**config.mk**
```make
export PLATFORM = sky130hd
export DESIGN_NAME = uart_bridge_ctrl
export DESIGN_NICKNAME = d
export VERILOG_FILES = /design/src/rtl/uart_bridge_ctrl.sv
export SDC_FILE = /design/constraint.sdc
export NUM_CORES = 1
export LEC_CHECK = 0
export ABC_AREA = 1
export CAP_MARGIN = 15
export CORE_MARGIN = 2
export CORE_UTILIZATION = 44
export CTS_BUF_LIST = sky130_fd_sc_hd__clkbuf_16
export CTS_CLUSTER_SIZE = 28
export DETAILED_ROUTE_END_ITERATION = 8
export MAX_ROUTING_LAYER = met4
export PLACE_DENSITY_LB_ADDON = 0.08
export SETUP_SLACK_MARGIN = 0.15
export SYNTH_ARGS = -nofsm -noshare
export SYNTH_HDL_FRONTEND = slang
export SYNTH_SLANG_ARGS = --single-unit
```
**constraint.sdc**
```tcl
create_clock -name clk -period 1.5 [get_ports clk]
set_input_delay 0.15 -clock clk [delete_from_list [all_inputs] [get_ports clk]]
set_output_delay 0.15 -clock clk [all_outputs]
set_load 0.05 [all_outputs]
```
**src/rtl/uart_bridge_ctrl.sv**
```systemverilog
// Round-robin write/read sequencer in front of the bridge's shared UART link.
// Each grant becomes one TX frame {mode, data, addr}; reads then wait for a one-byte reply.
module uart_bridge_ctrl #(
  parameter int unsigned DATA_WIDTH     = 8,
  parameter int unsigned ADDR_WIDTH     = 12,
  parameter int unsigned TIMEOUT_CYCLES = 1000000,
  parameter int unsigned START_GUARD    = 4
) (
  input  logic                             clk,
  input  logic                             rst,
  input  logic                             wr_req,
  input  logic [ADDR_WIDTH-1:0]            wr_addr,
  input  logic [DATA_WIDTH-1:0]            wr_data,
  output logic                             wr_ack,
  input  logic                             rd_req,
  input  logic [ADDR_WIDTH-1:0]            rd_addr,
  output logic                             rd_ack,
  output logic [DATA_WIDTH-1:0]            rd_data,
  output logic                             rd_valid,
  output logic                             rd_err,
  output logic [DATA_WIDTH+ADDR_WIDTH:0]   u_din,
  output logic                             u_en,
  input  logic                             u_tx_busy,
  input  logic                             u_rx_ready,
  input  logic [DATA_WIDTH-1:0]            u_dout,
  output logic                             busy
);

  localparam int unsigned TO_W = $clog2(TIMEOUT_CYCLES + 1);
  localparam int unsigned GD_W = $clog2(START_GUARD + 1);
  localparam logic [TO_W-1:0] TO_LAST = TO_W'(TIMEOUT_CYCLES - 1);
  localparam logic [TO_W-1:0] TO_MAX  = TO_W'(TIMEOUT_CYCLES);
  localparam logic [GD_W-1:0] GD_LAST = GD_W'(START_GUARD - 1);

  typedef enum logic [1:0] {IDLE, ISSUE, WAIT_TX, RD_WAIT} state_t;

  state_t          state;
  logic            op_wr;
  logic            last_wr;
  logic            tx_seen;
  logic [TO_W-1:0] to_cnt;
  logic [GD_W-1:0] gd_cnt;
  logic            pick_wr;
  logic            tx_done;

  // Write wins unless both are pending and write was granted last.
  assign pick_wr = wr_req && !(rd_req && last_wr);
  // Frame is finished once busy has risen and fallen, or busy never rose within the guard.
  assign tx_done = !u_tx_busy && (tx_seen || (gd_cnt == GD_LAST));

  always_ff @(posedge clk) begin
    if (rst) begin
      state    <= IDLE;
      busy     <= 1'b0;
      wr_ack   <= 1'b0;
      rd_ack   <= 1'b0;
      rd_valid <= 1'b0;
      rd_err   <= 1'b0;
      rd_data  <= '0;
      u_din    <= '0;
      u_en     <= 1'b0;
      op_wr    <= 1'b0;
      last_wr  <= 1'b0;
      tx_seen  <= 1'b0;
      to_cnt   <= '0;
      gd_cnt   <= '0;
    end else begin
      wr_ack   <= 1'b0;
      rd_ack   <= 1'b0;
      u_en     <= 1'b0;
      rd_valid <= 1'b0;
      rd_err   <= 1'b0;
      case (state)
        IDLE: begin
          if (wr_req || rd_req) begin
            op_wr   <= pick_wr;
            last_wr <= pick_wr;
            busy    <= 1'b1;
            state   <= ISSUE;
            if (pick_wr) begin
              u_din  <= {1'b1, wr_data, wr_addr};
              wr_ack <= 1'b1;
            end else begin
              u_din  <= {1'b0, {DATA_WIDTH{1'b0}}, rd_addr};
              rd_ack <= 1'b1;
            end
          end
        end
        ISSUE: begin
          if (!u_tx_busy) begin
            u_en    <= 1'b1;
            tx_seen <= 1'b0;
            gd_cnt  <= '0;
            state   <= WAIT_TX;
          end
        end
        WAIT_TX: begin
          if (!tx_seen && u_tx_busy) begin
            tx_seen <= 1'b1;
          end else if (tx_done) begin
            if (op_wr) begin
              busy  <= 1'b0;
              state <= IDLE;
            end else begin
              to_cnt <= '0;
              state  <= RD_WAIT;
            end
          end else if (!tx_seen) begin
            gd_cnt <= gd_cnt + GD_W'(1);
          end
        end
        RD_WAIT: begin
          // A byte arriving on the last cycle still counts as a good response.
          if (u_rx_ready) begin
            rd_data  <= u_dout;
            rd_valid <= 1'b1;
            busy     <= 1'b0;
            state    <= IDLE;
          end else if (to_cnt == TO_LAST) begin
            rd_data  <= '0;
            rd_valid <= 1'b1;
            rd_err   <= 1'b1;
            busy     <= 1'b0;
            state    <= IDLE;
          end else if (to_cnt != TO_MAX) begin
            to_cnt <= to_cnt + TO_W'(1);
          end
        end
        default: begin
          busy  <= 1'b0;
          state <= IDLE;
        end
      endcase
    end
  end

endmodule

```
; ---- Word-level counts from Yosys, hierarchy flattened
; Index checks and enable logic that the tools add are counted.
[totals]
regBits = 62
latchBits = 0
mem_bits_rw = 0
rom_bits = 0
input_bits = 46
output_inout_bits = 35
elab_cells = 101
mem_count = 0
[op_classes]
addsub = 2
multipliers = 0
n_div = 0
order_cmp = 0
eq_ne = 19
shift = 0
n_mux = 38
n_bitwise = 4
n_reduce_logical = 25
[ops]
columns = operator, n
row1 = 2-to-1 mux 20 bit, 6
row2 = case mux 20 bit (2 select lines), 1
row3 = "inequality test 2 bit, second input constant", 12
row4 = 2-to-1 mux 21 bit, 1
row5 = "adder 20 x 1 -> 20 bit, second input constant", 1
row6 = "== test 20 bit, second input constant", 1
row7 = "inequality test 20 bit, second input constant", 1
row8 = 2-to-1 mux 8 bit, 2
row9 = 2-to-1 mux 2 bit, 7
row10 = 2-to-1 mux 1 bit, 13
row11 = 2-to-1 mux 3 bit, 4
row12 = AND reduction 5 bit, 2
row13 = case mux 2 bit (4 select lines), 1
row14 = AND reduction 7 bit, 1
row15 = case mux 3 bit (2 select lines), 1
row16 = AND reduction 6 bit, 1
row17 = nonzero test 2 bit, 3
row18 = OR reduction 3 bit, 2
row19 = "== test 2 bit, second input constant", 2
row20 = logical AND 1 bit, 4
row21 = inverter 1 bit, 4
row22 = AND reduction 2 bit, 2
row23 = OR reduction 2 bit, 2
row24 = "adder 3 x 1 -> 3 bit, second input constant", 1
row25 = other kinds (10), 13

; ---- Longest topological paths before layout
[logic_depth]
ltp_word = 6
ltp_mapped = 13
ltp_nobuf = 13

; ---- Least setup slack after synthesis
; OpenSTA, ideal clock, no wires.
[synth_path]
path_kind = flip-flop to flip-flop
from = register to_cnt[0]
to = register to_cnt[16]
setup_ps = 113
arrival_time_ps = 1443
required_ps = 1387
slack_ps = -55
path_stages_with_launch = 12
n_path_buf = 1
period_less_slack_ps = 1555
cell_sequence = dfxtp_1 > ha_1 > nand2_1 > inv_1 > nand2_1 > nor2_1 > nand2_1 > nor2_4 > nor2_8 > buf_8 > nand3_1 > nand2_1
[synth_between]
elab_chain_len = 5
elab_cells_between_ends = 10
cone_classes = add/sub: 1 / eq/ne: 4 / mux: 4 / reduce/logical: 1
[synth_lines]
columns = element, line
row1 = "start, declared", 41  ; logic [TO_W-1:0] to_cnt;
row2 = "start signal, assigned", 126  ; to_cnt <= to_cnt + TO_W'(1);
row3 = adder 20 x 1 -> 20 bit, 126
row4 = 2-to-1 mux 20 bit, 125  ; end else if (to_cnt != TO_MAX) begin
row5 = 2-to-1 mux 20 bit, 119  ; end else if (to_cnt == TO_LAST) begin
row6 = 2-to-1 mux 20 bit, 114  ; if (u_rx_ready) begin
row7 = case mux 20 bit (2 select lines), 73  ; case (state)
; Several ways; a longest one is shown, not always the timed one. The select of a mux whose other input is x is not followed.
; A chain may end at the register's enable or synchronous reset.

; ---- Worst setup path in the final report
[layout_path]
from = register gd_cnt[0]
to = register to_cnt[9]
[layout_between]
elab_chain_len = 5
[layout_lines]
columns = element, line
row1 = "start, declared", 42  ; logic [GD_W-1:0] gd_cnt;
row2 = "start signal, assigned", 109  ; gd_cnt <= gd_cnt + GD_W'(1);
row3 = == test 3 x 2 -> 1 bit, 49  ; assign tx_done = !u_tx_busy && (tx_seen || (gd_cnt == GD_LAST));
row4 = logical OR 1 bit, 49
row5 = logical AND 1 bit, 49
row6 = inequality test 2 bit (no source line), -
row7 = AND reduction 7 bit (no source line), -
; No other way between the ends.

==> key figures <==
Worst hold path
  – Worst hold path class: in2reg

Clock tree
  – Num CTS Buffers: 9
  – Reg clk slew, reported paths: about 0.06 ns
  – Clk Latency, worst-skew pair: roughly 0.33 ns
  – H-tree Lvls: 3
  – Longest Clk Path Bufs: 2
  – Clock sink total: slightly above 60
  – CTS root buf: clkbuf_16
  – CTS tree: built

Timing
  – Setup TNS Final: -1.64 ns
  – Pins Over Slew Limit: 0
  – Final Hold Viols: 0
  – RSZ-0062 raised after global routing: true
  – Tcrit/Tclk final: 1.06
  – Fin crit period: 1.59 ns
  – Final clock skew: 0.00654 ns
  – Number of setup violations in the final report: 27
  – Worst Tran Pin Value: approximately 0.35 ns
  – Fin worst setup slack: -0.0900 ns
  – Hold WS: 0.376 ns
  – Fmax: 0.629 GHz
  – Slew HR: 0.764

Place
  – Dpl hpwl: between 6000 and 7000 um
  – IO Port Bufs: 80
  – Placed Cells: 649
  – GP Congestion: 0.894
  – Setup WS pre-CTS: -0.215 ns

Power
  – Clock power share: 0.270
  – Internal power: 5.05 mW
  – Gate power share: 0.477
  – Sequential Power Share: 0.253
  – Switching part of the total: 0.389
  – Pwr Total: 8.28 mW
  – Sw power: 3.22 mW
  – P_leak: 2.19 nW
  – VDD IR-drop max: 0.00126 V
  – Pwr Density: roughly 1600 nW/um2

GRT
  – Number of global-route vias before repair: 3,570
  – Largest net degree at the start of global routing: 32
  – Initial antenna violation count: 0
  – GRT Overall Usage: 0.269
  – First-pass GRT wire length: 15,800 um
  – GRT overflow: 0

Routing
  – DR WL/cell: approximately 15 um
  – Post-DRT Antenna Nets: 0
  – DRC: 0
  – Vias per cell: 5.28
  – DRT Wirelength: roughly 11,000 um
  – Drt pass-1 iters: 4
  – Via count: 3,628
  – Iter 0 DRT Violations: about 140

Synth
  – Top cells by count, synth: nand2_1, dfxtp_1, nor2_1
  – Mean area per synthesized cell: roughly 6.6 um2
  – Mapped Nets: 512
  – Synth area leader: dfxtp_1
  – Sequential fraction of the synthesis area: 0.398
  – Post-synth EDFFs: 0
  – Top cell type's share of synthesized area: 0.398
  – Synth Flop Type: dfxtp_1
  – Largest cells by area after synthesis: dfxtp_1, nand2_1, nor2_1, nand3_1, a21oi_1
  – Yosys reg bits: 61
  – Distinct cells, synth: 31
  – Syn Inst Count: 462
  – Post-Synthesis Cell Area: 3070 um2
  – Async S/R FF share, synth: 0
  – Most common cell in the netlist: nand2_1
  – Yosys Warn Count: 0

Die
  – # rows: 30
  – Die width: 87.5 um
  – DIE AREA: 7660 um2
  – Starting Density: 0.454
  – Die Y: ~88 um
  – Io pins: 81
  – Total core area: 6760 um2

Final layout
  – ANT cells: 0
  – Final Instance Count excl. Fillers: 687
  – Synth-to-layout area growth: 72.7%
  – Share of cells above drive strength 1: 0.377
  – Number of nets in the layout: 652

Setup path
  – Worst Path Arrival: 1.85 ns
  – CP Max Fanout: 10
  – Startpoint Class: flop
  – Worst setup EP type: flop
  – Worst Path Required: 1.76 ns
  – WS Path Type: reg2reg

Flow run
  – Max-cap violations: 0

Status
  – Failing checks: negative setup slack
  – Outcome: finished with violations
[flip-flops by register name (all words and copies together), names as in the netlist]
| signal | flops |
|---|---|
| wr_ack | 1 |
| rd_ack | 1 |
| rd_err | 1 |
| busy | 1 |
| rd_data | 8 |
| to_cnt | 20 |
| state | 2 |
| tx_seen | 1 |
| rd_valid | 1 |
| gd_cnt | 3 |
| u_en | 1 |
| u_din | 21 |
[power by group through the flow]
stage | Clock (mW) | Combinational, mW | Sequential [mW]
3_5_place_dp | 0 | 2.55 | 2.07
4_1_cts | 2.23 | 3.37 | 2.05
2_1_floorplan | 0 | 1.01 | 2.70
6_report | 2.23 | 3.95 | 2.10
5_1_grt | 2.32 | 4.16 | 2.11
3_3_place_gp | 0 | 2.51 | 2.06
[routing by layer]
metal	part of all wire	GRT usage
met1	0.39	0.291
met2	0.53	0.477
met3	0.047	0.0537
met4	0.031	0.113
met5	0	-
[layout make-up]
class                   count  area [um2]
repair inverters            1        6.26
fillers                   457        1450
flip-flops and latches     61        1250
inverters                  43         171
well taps                  80         100
clock inverters             7        88.8
repair buffers            144        1410
multi-input cells         342        2060
clock buffers               9         225
[worst max-delay path, stage by stage (launching register included)]
cell	delay, ns
dfxtp_2	0.35
ha_4	0.14
ha_4	0.13
nor2_4	0.03
o21ai_2	0.13
nand2_1	0.10
inv_2	0.09
nand2_4	0.07
nor2_8	0.14
buf_12	0.15
nand2_1	0.05
a21oi_1	0.14
[what timing repair did]
| item | in CTS | in global routing |
|---|---|---|
| setup endpoints to repair | 55 | 59 |
| hold buffers | 0 | 0 |
| cloned | 5 | 0 |
| buffers inserted | 13 | 4 |
| resized for setup | 47 | 71 |
| pin swaps | 11 | 19 |
[stage by stage]
stage               utilization  area (um2)
finish                    0.785        5300
global route              0.785        5300
CTS                       0.737        4980
detailed placement        0.631        4260
global placement          0.631        4260
floorplan                     -        3160
[placed cells by master, fill, tap and decap left out, drive strengths merged, types with 6 or more instances in the layout]
cell type / n
nand2: 152
buf: 99
nor2: 63
dfxtp: 61
clkdlybuf4s50: 45
inv: 45
nand3: 33
a21oi: 33
o21ai: 22
a31oi: 12
clkbuf: 9
nand4: 6
[kinds of logic (layout without fill, tap and decap cells)]
group                      count (synthesis)  after routing  synth area share
AOI/OAI and AO/OA                         72             72             0.131
xor gates and xnor gates                   5              5            0.0143
adders and majority gates                  4              4            0.0163
buffers and inverters                     60            204            0.0803
DFF                                       61             61             0.398
and+or+nand+nor                          260            261             0.361
[path summary, 6_finish.rpt]
kind               from          to  slack [ns]  cells past startpoint
max           gd_cnt[0]   to_cnt[9]       -0.09                     11
min           u_dout[6]  rd_data[6]        0.38                      3
max reg2reg   gd_cnt[0]   to_cnt[9]       -0.09                     11
min reg2reg  rd_data[2]  rd_data[2]        0.46                      2
Power figures use the tool's default switching activity.
